**src/rtl/mult_arbiter.sv**
```systemverilog
// mult_arbiter: round-robin sharing of one 4x4 unsigned multiplier.
// Define MULT_ARB_PERF_EN to add the op_count / op_count_clr counter.
module mult_arbiter #(
  parameter int NUM_REQ = 4,
  parameter int ID_W    = 2
) (
  input  logic                 clk,
  input  logic                 rst_n,
  input  logic [NUM_REQ-1:0]   req_valid,
  output logic [NUM_REQ-1:0]   req_ready,
  input  logic [4*NUM_REQ-1:0] req_a,
  input  logic [4*NUM_REQ-1:0] req_b,
  output logic                 rsp_valid,
  input  logic                 rsp_ready,
  output logic [7:0]           rsp_product,
  output logic [ID_W-1:0]      rsp_id,
  output logic                 busy
`ifdef MULT_ARB_PERF_EN
  ,
  output logic [15:0]          op_count,
  input  logic                 op_count_clr
`endif
);

  typedef enum logic [1:0] {
    IDLE,
    CALC,
    RESP
  } state_t;

  state_t          state;
  state_t          state_nx;
  logic [ID_W-1:0] rr_ptr;
  logic [ID_W-1:0] win;
  logic [ID_W-1:0] idx;
  logic [ID_W-1:0] id;
  logic            any_req;
  logic            grant_hs;
  logic [3:0]      op_a;
  logic [3:0]      op_b;
  logic [7:0]      prod;

  // First asserted requester at or after rr_ptr, wrapping.
  always_comb begin
    win     = '0;
    idx     = '0;
    any_req = 1'b0;
    for (int k = 0; k < NUM_REQ; k++) begin
      idx = ID_W'((int'(rr_ptr) + k) % NUM_REQ);
      if (!any_req && req_valid[idx]) begin
        win     = idx;
        any_req = 1'b1;
      end
    end
  end

  always_ff @(posedge clk or negedge rst_n) begin
    if (!rst_n) state <= IDLE;
    else        state <= state_nx;
  end

  always_comb begin
    state_nx = state;
    unique case (state)
      IDLE:    if (any_req) state_nx = CALC;
      CALC:    state_nx = RESP;
      RESP:    if (rsp_ready) state_nx = IDLE;
      default: state_nx = IDLE;
    endcase
  end

  // Grant is gated by rst_n so req_ready reads 0 while reset is held.
  always_comb begin
    req_ready = '0;
    grant_hs  = 1'b0;
    busy      = (state != IDLE);
    if (state == IDLE && any_req && rst_n) begin
      req_ready[win] = 1'b1;
      grant_hs       = 1'b1;
    end
  end

  assign prod = {4'b0, op_a} * {4'b0, op_b};

  always_ff @(posedge clk or negedge rst_n) begin
    if (!rst_n) begin
      rr_ptr      <= '0;
      op_a        <= '0;
      op_b        <= '0;
      id          <= '0;
      rsp_valid   <= 1'b0;
      rsp_product <= '0;
      rsp_id      <= '0;
    end else begin
      if (grant_hs) begin
        op_a   <= req_a[4*win +: 4];
        op_b   <= req_b[4*win +: 4];
        id     <= win;
        rr_ptr <= (win == ID_W'(NUM_REQ-1)) ? '0 : win + 1'b1;
      end
      if (state == CALC) begin
        rsp_product <= prod;
        rsp_id      <= id;
        rsp_valid   <= 1'b1;
      end else if (state == RESP && rsp_ready) begin
        rsp_valid <= 1'b0;
      end
    end
  end

`ifdef MULT_ARB_PERF_EN
  always_ff @(posedge clk or negedge rst_n) begin
    if (!rst_n)
      op_count <= '0;
    else if (op_count_clr)
      op_count <= '0;
    else if (rsp_valid && rsp_ready)
      op_count <= op_count + 16'd1;
  end
`endif

endmodule
```
**config.mk**
```make
export PLATFORM = sky130hd
export DESIGN_NAME = mult_arbiter
export DESIGN_NICKNAME = d
export VERILOG_FILES = /design/src/rtl/mult_arbiter.sv
export SDC_FILE = /design/constraint.sdc
export NUM_CORES = 1
export LEC_CHECK = 0
export CAP_MARGIN = 20
export CELL_PAD_IN_SITES_DETAIL_PLACEMENT = 2
export CELL_PAD_IN_SITES_GLOBAL_PLACEMENT = 2
export CORE_UTILIZATION = 29
export CTS_BUF_LIST = sky130_fd_sc_hd__clkbuf_8
export DETAILED_ROUTE_END_ITERATION = 12
export PLACE_DENSITY_LB_ADDON = 0.2
export SETUP_SLACK_MARGIN = 0.1
export SKIP_LAST_GASP = 1
export SLEW_MARGIN = 25
export SYNTH_ARGS = -nofsm -noshare
export SYNTH_HDL_FRONTEND = slang
export SYNTH_SLANG_ARGS = --single-unit
```
**constraint.sdc**
```tcl
create_clock -name clk -period 2.8 [get_ports clk]
set_input_delay 0.56 -clock clk [delete_from_list [all_inputs] [get_ports clk]]
set_output_delay 0.56 -clock clk [all_outputs]
set_load 0.03 [all_outputs]
```
==> flow_metrics.tcl <==
set metrics [dict create \
    htree_num_levels 1 \
    detail_route.iter0.violations 13 \
    total_switching_power_mw 1.03 \
    grt_start_max_net_pins 31 \
    route.vias.total 1500 \
    wire_length_of_the_first_global_routing_pass_um 7820 \
    clkLatencyLatePin_ps 280 \
    power.internal_mw 1.30 \
    synthesis.area_sq_um 1790 \
    rsz_0062_raised_after_global_routing "true" \
    highest_metal_layer_with_signal_wires "met4" \
    run_status "finished, final reports clean" \
    fin_worst_hold_slack_ps 487 \
    final-hold-violation-count 0 \
    post-route-cell-area_sq_um 2550 \
    dpl_worst_slack_ps -321 \
    synthTopCellsByCount "sky130_fd_sc_hd__nand2_1 (30), sky130_fd_sc_hd__dfrtp_1 (25), sky130_fd_sc_hd__mux2i_1 (17)" \
    cts_tree "yes" \
    ctsRootBufferMaster "sky130_fd_sc_hd__clkbuf_8" \
    cpPeakStageDelay_ps 580 \
    met1_length_um 2090 \
    max_freq_mhz 376 \
    worstMarginPinSlew_ps 712 \
    drt_wirelength_um 4580 \
    synth-async-reset-ratio_pct 100 \
    synth.net_count 235 \
    setup.reg_to_reg.worst_slack_ps 140 \
    clockBufferDepth 2 \
    antenna_diode_count 0 \
    final_min_period_over_clock_period_pct 94.9 \
    critical_path_peak_fanout 2 \
    power.share.sequential_pct 27.2 \
    drc 0 \
    setup.worst_path.start_class "flop" \
    dieHeight_um 80.5 \
    num_io_pins 55 \
    cap_violations 0 \
    number_of_synthesized_flops_with_an_enable_pin 0 \
    grt_usage_pct 15.8 \
    syn-instance-count 176 \
    cts_buffers 3 \
    path_clk_slew_ps 100 \
    fin_worst_skew_ps 7.61 \
    final_nets 303 \
    std_cell_rows 28 \
    critical_path_class "reg2reg" \
    gr-total-overflow 0 \
    power.share.combinational_pct 62.7 \
    placed_area_sq_um 2470 \
    required_ps 2960 \
    antenna_found_initial 0 \
    report.final.setup_viol 0 \
    clock_sinks 25 \
    post-synth-top-area-fraction_pct 35.0 \
    cts_hold_repair.buffers 0 \
    pwr-share-clk_pct 10.1 \
    core_area_sq_um 5920 \
    die_outline_area_sq_um 6480 \
    worst_setup_path_end_kind "flop" \
    synth.largest_area_cell "sky130_fd_sc_hd__dfrtp_1" \
    finalCriticalPeriod_ps 2660 \
    detail_route.vias_per_cell 4.72 \
    yosysSeqAreaShare_pct 35.0 \
    synth.avg_cell_area_sq_um 10.2 \
    vdd.ir_drop.worst_v 0.000304 \
    dr.pass1.iters 2 \
    route.detailed.wl_per_inst_um 14.4 \
    synth-main-ff-cell "sky130_fd_sc_hd__dfrtp_1" \
    pwr_density_cell_nw_per_um2 910 \
    cpMostUsedCell "sky130_fd_sc_hd__fa_1" \
    dieWidth_um 80.5 \
    grt_pass1_vias 1641 \
    timing.hold.worst.class "reg2reg" \
    wl_met3_um 175 \
    floorplan.initialDensity_pct 30.2 \
    worstPathCellList "nand2_2 -> fa_1 -> inv_2 -> fa_1 -> ha_1 -> a21o_1 -> a21oi_2 -> o21bai_1 -> mux2i_1 -> nand2_1" \
    postSynthRegisterBits 25 \
    synth.yosys.warnings 0 \
    slowest_stage "sky130_fd_sc_hd__fa_1" \
    yosys.cell_count.top_type "sky130_fd_sc_hd__nand2_1" \
    route.met2.wl_um 2290 \
    slew-limit-headroom_pct 52.5 \
    gp_congestion 0.771 \
    arrival_time_at_the_worst_endpoint_ps 2820 \
    postRouteAntennaNets 0 \
    setup_ws_ps 144 \
    synth_cell_types 40 \
    sw_frac_of_total_pct 44.2 \
    port_buffers 54 \
    cells_taking_the_most_area_after_synthesis "sky130_fd_sc_hd__dfrtp_1 (35%), sky130_fd_sc_hd__ha_1 (11%), sky130_fd_sc_hd__mux2i_1 (9.5%)" \
    dpl.hpwl_um 3620 \
    post_route_cells_drive_above_1_share_pct 18.1 \
    layout-area-overhead-vs-synth_pct 43.0 \
    cellLeakagePower_nw 1.23 \
    final_max_slew_viol_count 0 \
]
power groups by stage:
stage | clock (mW) | sequential [mW] | combinational [mW]
6_report | 0.234 | 0.632 | 1.46
5_1_grt | 0.257 | 0.655 | 1.62
4_1_cts | 0.248 | 0.634 | 1.46
3_5_place_dp | 0 | 0.640 | 1.41
3_3_place_gp | 0 | 0.632 | 1.36
2_1_floorplan | 0 | 0.730 | 0.812
path summary, 6_finish.rpt:
check	cells past startpoint	end	from
setup / recovery	10	rsp_product[7]	op_a[0]
hold / removal	2	id[0]	id[0]
setup reg to reg	10	rsp_product[7]	op_a[0]
hold reg to reg	2	id[0]	id[0]
max in group asynchronous	2	rr_ptr[1]	rst_n
min in group asynchronous	2	rsp_valid	rst_n
repair_timing:
action                                  4_1_cts  5_1_grt
pin swaps                                     7        8
gates cloned                                  0        0
gates resized for setup                      15       10
endpoints found under the setup margin        7        6
buffers inserted                              0        1
layout by cell type (no fill, tap or decap), types with 2 or more instances in the layout:
master                            count
sky130_fd_sc_hd__mux2i_1             17
sky130_fd_sc_hd__o21ai_0              4
sky130_fd_sc_hd__dlygate4sd2_1        2
sky130_fd_sc_hd__nand2_1             29
sky130_fd_sc_hd__clkdlybuf4s50_1     46
sky130_fd_sc_hd__nor3b_1              2
sky130_fd_sc_hd__nand2b_1             3
sky130_fd_sc_hd__inv_1               10
sky130_fd_sc_hd__o221ai_1             7
sky130_fd_sc_hd__and3_1               3
sky130_fd_sc_hd__a21o_1               2
sky130_fd_sc_hd__o21ai_1              4
sky130_fd_sc_hd__buf_4               17
sky130_fd_sc_hd__and2_1               9
sky130_fd_sc_hd__dfrtp_1             24
sky130_fd_sc_hd__clkbuf_8             3
sky130_fd_sc_hd__ha_1                16
sky130_fd_sc_hd__inv_2                3
sky130_fd_sc_hd__mux2_1               4
sky130_fd_sc_hd__nor2_1               4
sky130_fd_sc_hd__fa_1                 3
sky130_fd_sc_hd__a21oi_2              3
critical path, delay by kind of cell, from the launching register on:
family	cells	cell delay, ps
AOI/OAI and AO/OA	3	390
adders and majority gates	3	1360
buffers and inverters	1	60
DFF	1	390
muxes	1	210
and+or+nand+nor	2	130
stage by stage:
stage / TNS, ps / util, % / power [mW] / instances
after floorplan: 0 / - / 1.54 / 176
after global placement: -423 / 41.7 / 2.00 / 313
after detailed placement: -562 / 41.7 / 2.05 / 313
after CTS: 0 / 42.8 / 2.34 / 317
after global routing: -0.792 / 43.2 / 2.53 / 318
final: 0 / 43.2 / 2.33 / 318
routing by layer:
metal | track usage, % | vias up
met5 | 0 | -
met4 | 3.75 | 0
met3 | 2.50 | 4
met2 | 26.4 | 41
met1 | 21.1 | 712
li1 | - | 743
registers in the layout (all words and copies together) (netlist names):
signal,cells
op_b,4
rr_ptr,2
rsp_product,8
rsp_valid,1
state,2
op_a,4
id,2
rsp_id,2
layout make-up:
type	instances	area [sq um]
flip-flops and latches	25	627
well taps	75	93.8
repair buffers	69	648
clock buffers	3	41.3
multi-input cells	132	1090
clock inverters	1	8.76
inverters	13	48.8
fillers	645	3370
cell families after synthesis:
kind of cell / synth area share [%]
AO/OA/AOI/OAI: 13.2
adder cells (fa/ha/maj): 15.7
multiplexers: 12.0
flip-flops: 35.0
XOR/XNOR: 1.47
buffers and inverters: 5.53
AND/OR/NAND/NOR: 17.1
(Power assumes the default switching activity.)
